[config.mk]
export PLATFORM = sky130hd
export DESIGN_NAME = mem_access_unit
export DESIGN_NICKNAME = d
export VERILOG_FILES = /design/src/rtl/mips_core_pkg.sv /design/src/rtl/mem_access_unit.sv
export SDC_FILE = /design/constraint.sdc
export NUM_CORES = 1
export LEC_CHECK = 0
export ABC_CLOCK_PERIOD_IN_PS = 2700
export CAP_MARGIN = 0
export CORE_MARGIN = 2
export CORE_UTILIZATION = 30
export CTS_CLUSTER_SIZE = 16
export DETAILED_ROUTE_END_ITERATION = 6
export PLACE_DENSITY = 0.66
export SYNTH_ARGS = -nofsm -noshare
export SYNTH_HDL_FRONTEND = slang
export SYNTH_SLANG_ARGS = --single-unit
[constraint.sdc]
create_clock -name clk -period 2.7 [get_ports clk]
set_input_delay 0.54 -clock clk [delete_from_list [all_inputs] [get_ports clk]]
set_output_delay 0.54 -clock clk [all_outputs]
set_load 0.05 [all_outputs]
[src/rtl/mips_core_pkg.sv]
// ---------------------------------------------------------------------------
// mips_core_pkg
// Shared types for the memory access stage.
//   MemAccessType    : READ/WRITE encoding carried by reservation-station requests
//   mem_acc_state_t  : memory access unit FSM states
//   mem_acc_req_t    : latched request (action, address, data, ROB tag); the
//                      data field also holds the returned load data
// ---------------------------------------------------------------------------
package mips_core_pkg;

    localparam int MEM_ADDR_W = 32;
    localparam int MEM_DATA_W = 32;
    localparam int ROB_TAG_W  = 4;

    typedef enum logic {
        READ  = 1'b0,
        WRITE = 1'b1
    } MemAccessType;

    typedef enum logic [1:0] {
        IDLE     = 2'd0,
        REQ      = 2'd1,
        WAIT_RSP = 2'd2,
        BCAST    = 2'd3
    } mem_acc_state_t;

    typedef struct packed {
        MemAccessType            action;
        logic [MEM_ADDR_W-1:0]   addr;
        logic [MEM_DATA_W-1:0]   data;
        logic [ROB_TAG_W-1:0]    tag;
    } mem_acc_req_t;

endpackage

[src/rtl/mem_access_unit.sv]
// ---------------------------------------------------------------------------
// mem_access_unit
// Memory stage behind the memory reservation station. Takes one load or
// committed store at a time, runs the valid/ready handshake with the d-cache,
// and broadcasts load results on the CDB tagged with the ROB tag.
//
// Ports
//   clk, rst_n          : clock, synchronous active-low reset
//   in_valid/in_action/in_addr/in_data/in_tag : request from reservation station
//   flush               : branch mispredict flush (affects loads only)
//   m_stall             : high whenever a request is in flight; upstream holds
//   cache_req_*         : d-cache request channel (valid/ready)
//   cache_rsp_valid/data: d-cache read response (single-cycle pulse)
//   cdb_valid/tag/data  : load result broadcast, held until cdb_grant
//   st_done             : pulse in the cycle a store is accepted by the cache
//
// The latched-request struct comes from the package, so the width parameters
// are expected to stay at their package defaults.
// ---------------------------------------------------------------------------
module mem_access_unit
    import mips_core_pkg::*;
#(
    parameter int ADDR_WIDTH = MEM_ADDR_W,
    parameter int DATA_WIDTH = MEM_DATA_W,
    parameter int TAG_BITS   = ROB_TAG_W
) (
    input  logic                  clk,
    input  logic                  rst_n,
    input  logic                  in_valid,
    input  logic                  in_action,
    input  logic [ADDR_WIDTH-1:0] in_addr,
    input  logic [DATA_WIDTH-1:0] in_data,
    input  logic [TAG_BITS-1:0]   in_tag,
    input  logic                  flush,
    output logic                  m_stall,
    output logic                  cache_req_valid,
    input  logic                  cache_req_ready,
    output logic                  cache_req_we,
    output logic [ADDR_WIDTH-1:0] cache_req_addr,
    output logic [DATA_WIDTH-1:0] cache_req_wdata,
    input  logic                  cache_rsp_valid,
    input  logic [DATA_WIDTH-1:0] cache_rsp_data,
    output logic                  cdb_valid,
    output logic [TAG_BITS-1:0]   cdb_tag,
    output logic [DATA_WIDTH-1:0] cdb_data,
    input  logic                  cdb_grant,
    output logic                  st_done
);

    localparam logic [ADDR_WIDTH-1:0] WORD_MASK = ~ADDR_WIDTH'(3);

    mem_acc_state_t state;
    mem_acc_req_t   req;
    logic           squash;
    logic           req_hs;
    MemAccessType   in_act;

    assign in_act = MemAccessType'(in_action);
    assign req_hs = (state == REQ) && cache_req_ready;

    always_ff @(posedge clk) begin
        if (!rst_n) begin
            state  <= IDLE;
            req    <= '0;
            squash <= 1'b0;
        end else begin
            case (state)
                IDLE: begin
                    squash <= 1'b0;
                    // A load seen together with flush belongs to the wrong path;
                    // stores are already committed and always go through.
                    if (in_valid && !((in_act == READ) && flush)) begin
                        req.action <= in_act;
                        req.addr   <= in_addr;
                        req.data   <= in_data;
                        req.tag    <= in_tag;
                        state      <= REQ;
                    end
                end
                REQ: begin
                    // The cache request cannot be withdrawn, so a flushed load
                    // is only marked and still runs to its response.
                    if ((req.action == READ) && flush)
                        squash <= 1'b1;
                    if (cache_req_ready)
                        state <= (req.action == WRITE) ? IDLE : WAIT_RSP;
                end
                WAIT_RSP: begin
                    if (flush)
                        squash <= 1'b1;
                    if (cache_rsp_valid) begin
                        req.data <= cache_rsp_data;
                        // Include this cycle's flush so a flush coincident
                        // with the response still kills the broadcast.
                        state    <= (squash || flush) ? IDLE : BCAST;
                    end
                end
                BCAST: begin
                    if (flush || cdb_grant)
                        state <= IDLE;
                end
                default: state <= IDLE;
            endcase
        end
    end

    assign m_stall         = (state != IDLE);
    assign cache_req_valid = (state == REQ);
    assign cache_req_we    = (state == REQ) && (req.action == WRITE);
    assign cache_req_addr  = req.addr & WORD_MASK;
    assign cache_req_wdata = req.data;
    assign st_done         = req_hs && (req.action == WRITE);
    // Flush withdraws the broadcast in the same cycle it is seen.
    assign cdb_valid       = (state == BCAST) && !flush;
    assign cdb_tag         = req.tag;
    assign cdb_data        = req.data;

endmodule

# Yosys cells after proc, flatten, opt, wreduce, memory -nomap -nowiden
# Cells that the tools add are included.
[totals]
input_bits = 108
word_cells = 49
register_bits = 72
[classes]
eq_ne = 9
bitwise = 2
n_reduce_logical = 19
mux = 13
[op_table]
columns = ["operator", "count"]
rows = [
  ["$pmux W32 S2", 1],
  ["$mux W36", 1],
  ["$mux W32", 1],
  ["$mux W2", 6],
  ["$ne A2 B2 Y1 const B", 4],
  ["$pmux W2 S4", 1],
  ["$logic_and A1 B1 Y1", 7],
  ["$reduce_and A3 Y1", 2],
  ["$eq A2 B2 Y1 const B", 2],
  ["$ne A2 B1 Y1 const B", 2],
  ["$reduce_and A4 Y1", 1],
  ["$reduce_bool A2 Y1", 2],
  ["$pmux W1 S3", 1],
  ["$reduce_bool A3 Y1", 1],
  ["$eq A2 B1 Y1 const B", 1],
  ["$logic_not A1 Y1", 2],
  ["$logic_not A2 Y1", 1],
  ["$logic_or A1 B1 Y1", 2],
  ["$mux W1", 2],
  ["$not A1 Y1", 2],
  ["$reduce_and A2 Y1", 1],
]

# Longest topological paths before layout
# Gate-level depths: netlist of the first run.
[logic_depth]
ltp_word = 6
mapped_depth = 8
mapped_depth_nobuf = 6

# Worst setup path after synthesis of the first run
# OpenSTA, ideal clock, no wires.
[synth_path]
kind = "register to output"
from = "register state[1]"
to = "output st_done"
stages_incl_launch_ff = 4
required_time_ps = 2160
arrival_ps = 1466
path_slack_ps = 694
cell_sequence = "dfxtp_1 inv_1 ha_1 and3_1"
[synth_via]
elab_chain_len = 3
[synth_rtl]
columns = ["item", "line", "text"]
rows = [
  ["from (decl)", "mem_access_unit.sv:52", "mem_acc_state_t state;"],
  ["from (signal assigned)", "mem_access_unit.sv:86", "state <= (req.action == WRITE) ? IDLE : WAIT_RSP;"],
  ["from (signal assigned)", "mem_access_unit.sv:95", "state <= (squash || flush) ? IDLE : BCAST;"],
  ["$eq A2 B1 Y1", "-", ""],
  ["via cache_req_valid", "mem_access_unit.sv:36", "output logic cache_req_valid,"],
  ["$logic_and A1 B1 Y1", "mem_access_unit.sv:59", "assign req_hs = (state == REQ) && cache_req_ready;"],
  ["$logic_and A1 B1 Y1", "mem_access_unit.sv:112", "assign st_done = req_hs && (req.action == WRITE);"],
  ["to (decl)", "mem_access_unit.sv:47", "output logic st_done"],
]
# The timed path passes the listed nets, and every way through them passes these cells.

# Worst setup path after layout of the first run
[layout_path]
from = "register state[0]"
to = "output m_stall"
[layout_via]
elab_chain_len = 1
[layout_rtl]
columns = ["item", "line", "text"]
rows = [
  ["$reduce_bool A2 Y1", "mem_access_unit.sv:107", "assign m_stall = (state != IDLE);"],
  ["to (decl)", "mem_access_unit.sv:35", "output logic m_stall,"],
]
# No other way between the ends.

==> reports/results.ini, run 1 <==
[run_status]
outcome = finished clean

[cells_and_area]
area_growth_syn_to_layout_pct = 48.1
fin_nets = 621
instances_no_fill = 657
fillers = 1148
antenna_cells = 0
layout-drive-gt1-share = 0.0569
final_area_um2 = 5470

[synth]
synthCells = 402
synth_most_common_cell = buf_4
netlist_area_um2 = 3690
synth_edf_count = 0
synth.yosys.seq_area_share = 0.379
ys.flop_type = dfxtp_1
yosysWarningCount = 0
synth_area_per_cell_um2 = 9.19
ys_ff_latch = 70
yosys-top-cells-count = buf_4 (100), dfxtp_1 (70), nor2b_1 (38)
synth.top_cell.area_share = 0.379
yosys.cell_types.count = 30
async_reset_ff_frac = 0
yosys.area.top_type = dfxtp_1
synth_top_cells_by_area = dfxtp_1 (38%), buf_4 (20%), mux2i_1 (9.2%)

[route]
wl_per_cell_um = 14.3
drt_iter0_drc = 128
vias_per_cell = 4.56
drcViolationCount = 0
wl_um = 9390
vias = 2997
ant_nets = 0
first_pass_iters = 4

[timing]
worst_slew_pin_slew_ns = 0.529
fin_tns_setup_ns = 0
relSlewSlack = 0.646
fmax_mhz = 389
skew_ns = 0.00529
finalCriticalPeriod_ns = 2.57
setup_violations = 0
period_share = 0.953
hold_viol_final = 0
drv_slew = 0
rsz0062_at_grt = no
fin_ws_ns = 0.127

[cts]
cts_tree = yes
htreeDepth = 3
cts_setup_buffers = 0
clk_pin_slew_ns = 0.05
clock-sinks = 70
cts_buffers = 9
cts_max_path_buffers = 2
cts_root_buffer = clkbuf_16
ctsResizeCount = 0
hold_buffers = 0
clk_latency_ns = 0.33

[power_and_ir_drop]
p_per_area_nw_per_um2 = 788
ir_worst_vdd_uv = 373
p_leak_nw = 2.17

[critical_path]
crit_chain = inv_1 > ha_1 > inv_1 > clkdlybuf4s50_1
end_kind = output pin
cp-start-kind = register
worstSetupPathType = register to output pin
worstReg2RegStart = state[0]
slowest_stage = clkdlybuf4s50_1
critical-path-top-cell-by-count = inv_1
worst-path-buf-inv = 3
rrSetupSlack_ns = 0.60
reg2reg_depth = 6
worstPathRequired_ns = 2.16
critPathMaxStageDelay_ns = 0.81
worst-path-max-fanout = 6
path_delay_family = buffers and inverters
critPathArrivalTime_ns = 2.03
reg2reg_to = state[1]

[floorplanning]
die_x_um = 115
row_count = 40
core_area_um2 = 12000
die_area_um2 = 13200
die-height_um = 115
io_pins = 213
start_util = 0.307

[placement]
io_buffers = 208
placed_cell_area_um2 = 5180
dpl_worst_slack_ns = 0.354
post-place-cells = 642
dpl.hpwl_um = 6990
gp_congestion = 0.773

[job]
max_cap_violations = 0

[worst_hold_path]
hp-class = register to register
worstHoldEndpoint = req[68]
min_path_cells = 2
min_from = req[68]

[grt]
grt_max_degree = 45
grt_pass1_wl_um = 14400
antenna_found_initial = 0
overflow = 0
grt_pass1_vias = 3071
grt_usage = 0.139

==> cell type report <==
class	instances	area, µm²	area share
Timing Repair Buffer	216	2140	0.392
Tap cell	147	184	0.0336
Multi-Input combinational cell	203	1430	0.261
Clock buffer	15	288	0.0526
Inverter	6	22.5	0.00412
Sequential cell	70	1400	0.256
==> where the power goes <==
group          leakage, nW  switching [mW]  internal [mW]
registers            0.576           0.102           1.18
clock network        0.142           0.409          0.718
logic                 1.46            1.21          0.692
total                 2.17            1.72           2.59
==> per-layer routing <==
layer	GRT usage	part of all wire	wire, µm
met1	0.157	0.40	3790
met2	0.240	0.50	4680
met3	0.0411	0.078	735
met4	0.0643	0.019	179
met5	0	0	0
==> sequential cells by signal, indices dropped and copies added (netlist names) <==
register,count
cdb_tag,4
squash,1
state,2
req,1
cache_req_addr,30
cache_req_wdata,32
==> cell families after synthesis <==
| family | after synthesis | synth area share |
|---|---|---|
| DFF | 70 | 0.379 |
| other | 1 | 0.00102 |
| and+or+nand+nor | 53 | 0.0955 |
| AOI/OAI and AO/OA | 107 | 0.172 |
| buffers and inverters | 130 | 0.236 |
| adders and majority gates | 7 | 0.0237 |
| muxes | 34 | 0.0921 |
==> worst reg2reg max path, cell delays in order (launching register included) <==
cell and delay (ns):
dfxtp_1 0.41, inv_1 0.12, ha_1 0.29, and3b_4 0.22
or3_4 0.34, or4_1 0.51, a21boi_1 0.14
==> worst max path at each step <==
stage	end	start	slack, ns	depth (start not counted)
floorplan	st_done	state[1]	0.69	3
global placement	state[1]	flush	0.38	5
detailed placement	state[1]	in_action	0.35	5
CTS	m_stall	state[0]	0.09	4
global route	m_stall	state[0]	0.02	4
finish	m_stall	state[0]	0.13	4
==> placed cells by master (no fill, tap or decap), drive strengths merged <==
master           n
a21oi           34
mux2i           34
or4              1
o211ai           1
buf             11
a21o             1
and3             1
nand2            3
clkdlybuf4s50  205
conb             2
o311a            1
dfxtp           70
nor4             1
nor3b            1
clkbuf          15
nor2b           39
nand3            1
and3b            1
nand3b           1
ha               7
a22oi           32
o31ai            1
o21ai           34
a22o             1
a21boi           2
nor2             3
or3              1
inv              6
==> through the flow <==
step	utilization	hold slack, ns	total power [mW]
3_3_place_gp	0.431	0.493	3.19
2_1_floorplan	-	0.466	2.82
4_1_cts	0.455	0.505	4.37
6_report	0.455	0.507	4.31
5_1_grt	0.455	0.521	4.51
3_5_place_dp	0.431	0.497	3.21
Note: power is estimated with default switching activity, not from simulation.
==> run 2: changes to the inputs <==
--- a/config.mk
+++ b/config.mk
@@ -12,6 +12,8 @@
 export CTS_CLUSTER_SIZE = 16
 export DETAILED_ROUTE_END_ITERATION = 6
 export PLACE_DENSITY = 0.66
+export SETUP_SLACK_MARGIN = 0.15
+export SLEW_MARGIN = 15
 export SYNTH_ARGS = -nofsm -noshare
 export SYNTH_HDL_FRONTEND = slang
 export SYNTH_SLANG_ARGS = --single-unit
==> run 2 against run 1 <==
Against the previous run:
- first-iteration DRC count fell by 1.6%
- non-clock buffer count unchanged
- flip-flop and latch count stayed put
- largest cell class unchanged
- critical path depth is 1 lower
- highest routed layer unchanged
==> reports/results.ini, run 2 (same netlist as run 1, synthesis figures left out) <==
[cts]
cts_max_path_buffers = 2
htreeDepth = 3
clk_pin_slew_ns = 0.05
cts_setup_buffers = 0
hold_buffers = 0
cts_buffers = 9
cts_root_buffer = clkbuf_16
clock-sinks = 70
cts_tree = yes
clk_latency_ns = 0.33

[cells_and_area]
fin_nets = 621
antenna_cells = 0
final_area_um2 = 5470
final_common_cell = clkdlybuf4s50_1
layout-drive-gt1-share = 0.0569
layout_common_cells = clkdlybuf4s50_1 (203), dfxtp_1 (70), nor2b_1 (38)
area_growth_syn_to_layout_pct = 48.1
largest_reg_flops = 32

[placement]
gp_congestion = 0.773
dpl.hpwl_um = 6990
placed_cell_area_um2 = 5180
io_buffers = 208

[timing]
worst_slew_pin_slew_ns = 0.537
fmax_mhz = 420
hold_viol_final = 0
rsz0062_at_grt = no
period_share = 0.882
relSlewSlack = 0.641
finalCriticalPeriod_ns = 2.38
drv_slew = 0
skew_ns = 0.00529
fin_tns_setup_ns = 0
setup_violations = 0

[grt]
grt_pass1_wl_um = 14400
antenna_found_initial = 0
grt_max_degree = 45
grt_pass1_vias = 3071
grt_usage = 0.139
overflow = 0

[route]
wl_um = 9390
first_pass_iters = 4
wl_met2_um = 4680
ant_nets = 0
drt_iter0_drc = 126
drt-met1-wl_um = 3800
wl_per_cell_um = 14.3
wl_met3_um = 735
top_layer_used = met4
vias = 3001
vias_per_cell = 4.57
drcViolationCount = 0

[critical_path]
reg2reg_depth = 6
rrSetupSlack_ns = 0.60
worstSetupPathType = register to output pin
worst-path-max-fanout = 5
worstPathRequired_ns = 2.16
worstReg2RegStart = state[0]
reg2reg_to = state[1]
end_kind = output pin
critPathArrivalTime_ns = 1.84
cp-start-kind = register

[floorplanning]
io_pins = 213
core_area_um2 = 12000
die_x_um = 115
row_count = 40
die-height_um = 115
start_util = 0.307
die_area_um2 = 13200

[run_status]
outcome = finished clean

[power_and_ir_drop]
ir_worst_vdd_uv = 373
p_per_area_nw_per_um2 = 787
p_leak_nw = 2.20

[worst_hold_path]
worstHoldEndpoint = req[68]
min_from = req[68]
min_path_cells = 2
hp-class = register to register

[job]
max_cap_violations = 0

## run 2: power by group
group / leakage (nW) / switching, mW / internal [mW]
registers: 0.576 / 0.102 / 1.18
clock network: 0.142 / 0.409 / 0.718
logic: 1.48 / 1.21 / 0.690
## run 2: critical path, cell delays in order (launching register included)
cell,delay (ns)
dfxtp_1,0.35
inv_1,0.14
ha_1,0.22
clkdlybuf4s50_1,0.81
## run 2: timing repair
| item | CTS | global route |
|---|---|---|
| endpoints found under the setup margin | 1 | 1 |
| hold endpoints to repair | 0 | 0 |
| cloned | 0 | 0 |
| resized for setup | 1 | 1 |
## run 2: how the worst max path moves through the flow
stage	startpoint	end	slack (ns)	cells after the start
detailed placement	in_action	state[1]	0.35	5
floorplan	state[1]	st_done	0.69	3
finish	state[1]	cache_req_valid	0.32	3
CTS	state[1]	cache_req_we	0.18	5
global route	state[1]	cache_req_valid	0.25	3
global placement	flush	state[1]	0.38	5
## run 2: layout make-up
type,instances,area [µm²]
fillers,1149,6540
repair buffers,216,2150
multi-input cells,203,1430
flip-flops and latches,70,1400
clock buffers,15,288
well taps,147,184
inverters,6,22.5
## run 2: through the flow
step	cells	utilization	power [mW]	setup slack, ns	hold WS, ns
4_1_cts	657	0.455	4.37	0.176	0.505
3_5_place_dp	642	0.431	3.21	0.354	0.497
2_1_floorplan	403	-	2.82	0.694	0.466
3_3_place_gp	642	0.431	3.19	0.378	0.493
6_report	657	0.456	4.31	0.318	0.506
5_1_grt	657	0.456	4.51	0.251	0.521
## run 2: metal layers
layer,global-route usage,vias up
met2,0.240,129
met5,0,-
met3,0.0411,14
met4,0.0643,0
met1,0.157,1369
li1,-,1489
==> run 3: changes to the inputs <==
--- a/config.mk
+++ b/config.mk
@@ -7,11 +7,13 @@
 export LEC_CHECK = 0
 export ABC_CLOCK_PERIOD_IN_PS = 2700
 export CAP_MARGIN = 0
+export CORE_ASPECT_RATIO = 0.75
 export CORE_MARGIN = 2
 export CORE_UTILIZATION = 30
 export CTS_CLUSTER_SIZE = 16
 export DETAILED_ROUTE_END_ITERATION = 6
 export PLACE_DENSITY = 0.66
+export REMOVE_ABC_BUFFERS = 1
 export SETUP_SLACK_MARGIN = 0.15
 export SLEW_MARGIN = 15
 export SYNTH_ARGS = -nofsm -noshare
==> run 3 against run 2 <==
Against the previous run:
- non-clock buffer count is 2 lower
- via count shrank 1.5%
- clock power increased by 18%
- critical path depth unchanged
- utilization hardly changed
- die area barely moved
- first-iteration DRC count down 35%
- clock-buffer cell count is 6 lower
- sequential power barely moved
==> reports/results.ini, run 3 (same netlist as run 1, synthesis figures left out) <==
[critical_path]
reg2reg_depth = 8
end_kind = output pin
worstPathRequired_ns = 2.16
worstReg2RegStart = state[0]
rrSetupSlack_ns = 0.51
critPathArrivalTime_ns = 1.84
worst-path-max-fanout = 5
worst-path-buf-inv = 2
path_delay_family = buffers and inverters
slowest_stage = clkdlybuf4s50_1
crit_chain = inv_1 > ha_1 > clkdlybuf4s50_1
critPathMaxStageDelay_ns = 0.82
cp-start-kind = register
reg2reg_to = cache_req_wdata[30]
worstSetupPathType = register to output pin

[worst_hold_path]
min_path_cells = 2
hp-class = register to register
min_from = squash
worstHoldEndpoint = squash

[cells_and_area]
layout_common_cells = clkdlybuf4s50_1 (203), dfxtp_1 (70), nor2b_1 (38)
final_common_cell = clkdlybuf4s50_1
fin_nets = 619
largest_reg_flops = 32
antenna_cells = 0
area_growth_syn_to_layout_pct = 49.7
layout-drive-gt1-share = 0.0571

[route]
drt_iter0_drc = 82
wl_um = 9280
ant_nets = 0
wl_per_cell_um = 13.8
first_pass_iters = 4
vias_per_cell = 4.38
drcViolationCount = 0
vias = 2955

[floorplanning]
die_x_um = 132
io_pins = 213
row_count = 35
die_area_um2 = 13200
start_util = 0.304
die-height_um = 100
core_area_um2 = 12100

[cts]
cts_root_buffer = clkbuf_16
clk_latency_ns = 0.32
cts_buffers = 9
clock-sinks = 70
cts_max_path_buffers = 2
htreeDepth = 3
hold_buffers = 0
clk_pin_slew_ns = 0.06
cts_tree = yes

[timing]
hold_viol_final = 0
rsz0062_at_grt = no
relSlewSlack = 0.602
fin_tns_setup_ns = 0
setup_violations = 0
worst_slew_pin_slew_ns = 0.598
drv_slew = 0
period_share = 0.883
finalCriticalPeriod_ns = 2.38
skew_ns = 0.00349
fmax_mhz = 420
whs_ns = 0.501

[power_and_ir_drop]
ir_worst_vdd_uv = 375
p_leak_nw = 2.20
p_per_area_nw_per_um2 = 816

[grt]
grt_max_degree = 72
overflow = 0
antenna_found_initial = 0
grt_usage = 0.136
grt_pass1_vias = 2896
grt_pass1_wl_um = 14600

[placement]
io_buffers = 208
dpl.hpwl_um = 6720
gp_congestion = 0.788

[run_status]
outcome = finished clean

[job]
max_cap_violations = 0

==> run 3: how the worst max path moves through the flow <==
stage / from / endpoint / slack, ns / depth (start not counted)
floorplan: state[0] / cache_req_wdata[0] / -0.61 / 5
global placement: flush / state[1] / 0.36 / 5
detailed placement: in_action / state[1] / 0.37 / 5
CTS: state[1] / cache_req_we / 0.20 / 5
global route: state[1] / cache_req_valid / 0.24 / 3
finish: state[1] / cache_req_valid / 0.32 / 3
==> run 3: power by group <==
group	total [mW]	switching, mW	leakage, nW	internal [mW]
Clock	1.33	0.434	0.161	0.896
Combinational	1.90	1.20	1.47	0.690
Sequential	1.29	0.106	0.576	1.18
==> run 3: stage by stage <==
stage / setup slack, ns / utilization / power, mW / cells / cell area, µm²
after floorplan: -0.610 / - / 2.47 / 279 / 2850
after global placement: 0.358 / 0.428 / 3.19 / 659 / 5190
after detailed placement: 0.367 / 0.428 / 3.21 / 659 / 5190
after CTS: 0.200 / 0.456 / 4.57 / 674 / 5530
after global routing: 0.240 / 0.456 / 4.70 / 674 / 5530
final: 0.317 / 0.456 / 4.51 / 674 / 5530
==> run 3: repair_timing <==
action,4_1_cts,5_1_grt
resized for setup,1,1
setup endpoints to repair,1,1
setup buffers,0,0
==> run 3: layer usage <==
layer	track usage	vias to the layer above	part of all wire
met5	0	-	0
met4	0.0485	0	0.013
met3	0.0343	9	0.062
met2	0.233	125	0.48
met1	0.168	1339	0.45
li1	-	1482	-
==> run 3: worst reg2reg max path, stage by stage, from the launching register on <==
cell and delay (ns):
dfxtp_1 0.36, inv_1 0.14, ha_1 0.18, buf_4 0.39, nor2_1 0.14, nor4_4 0.34, buf_12 0.28, o21ai_0 0.13
a21oi_1 0.17
==> run 3: cell type report <==
class                   count  area (µm²)
flip-flops and latches     70        1400
well taps                 166         208
inverters                   6        22.5
clock buffers               9         225
multi-input cells         203        1430
repair buffers            214        2130
fillers                  1167        6600
clock inverters             6         111
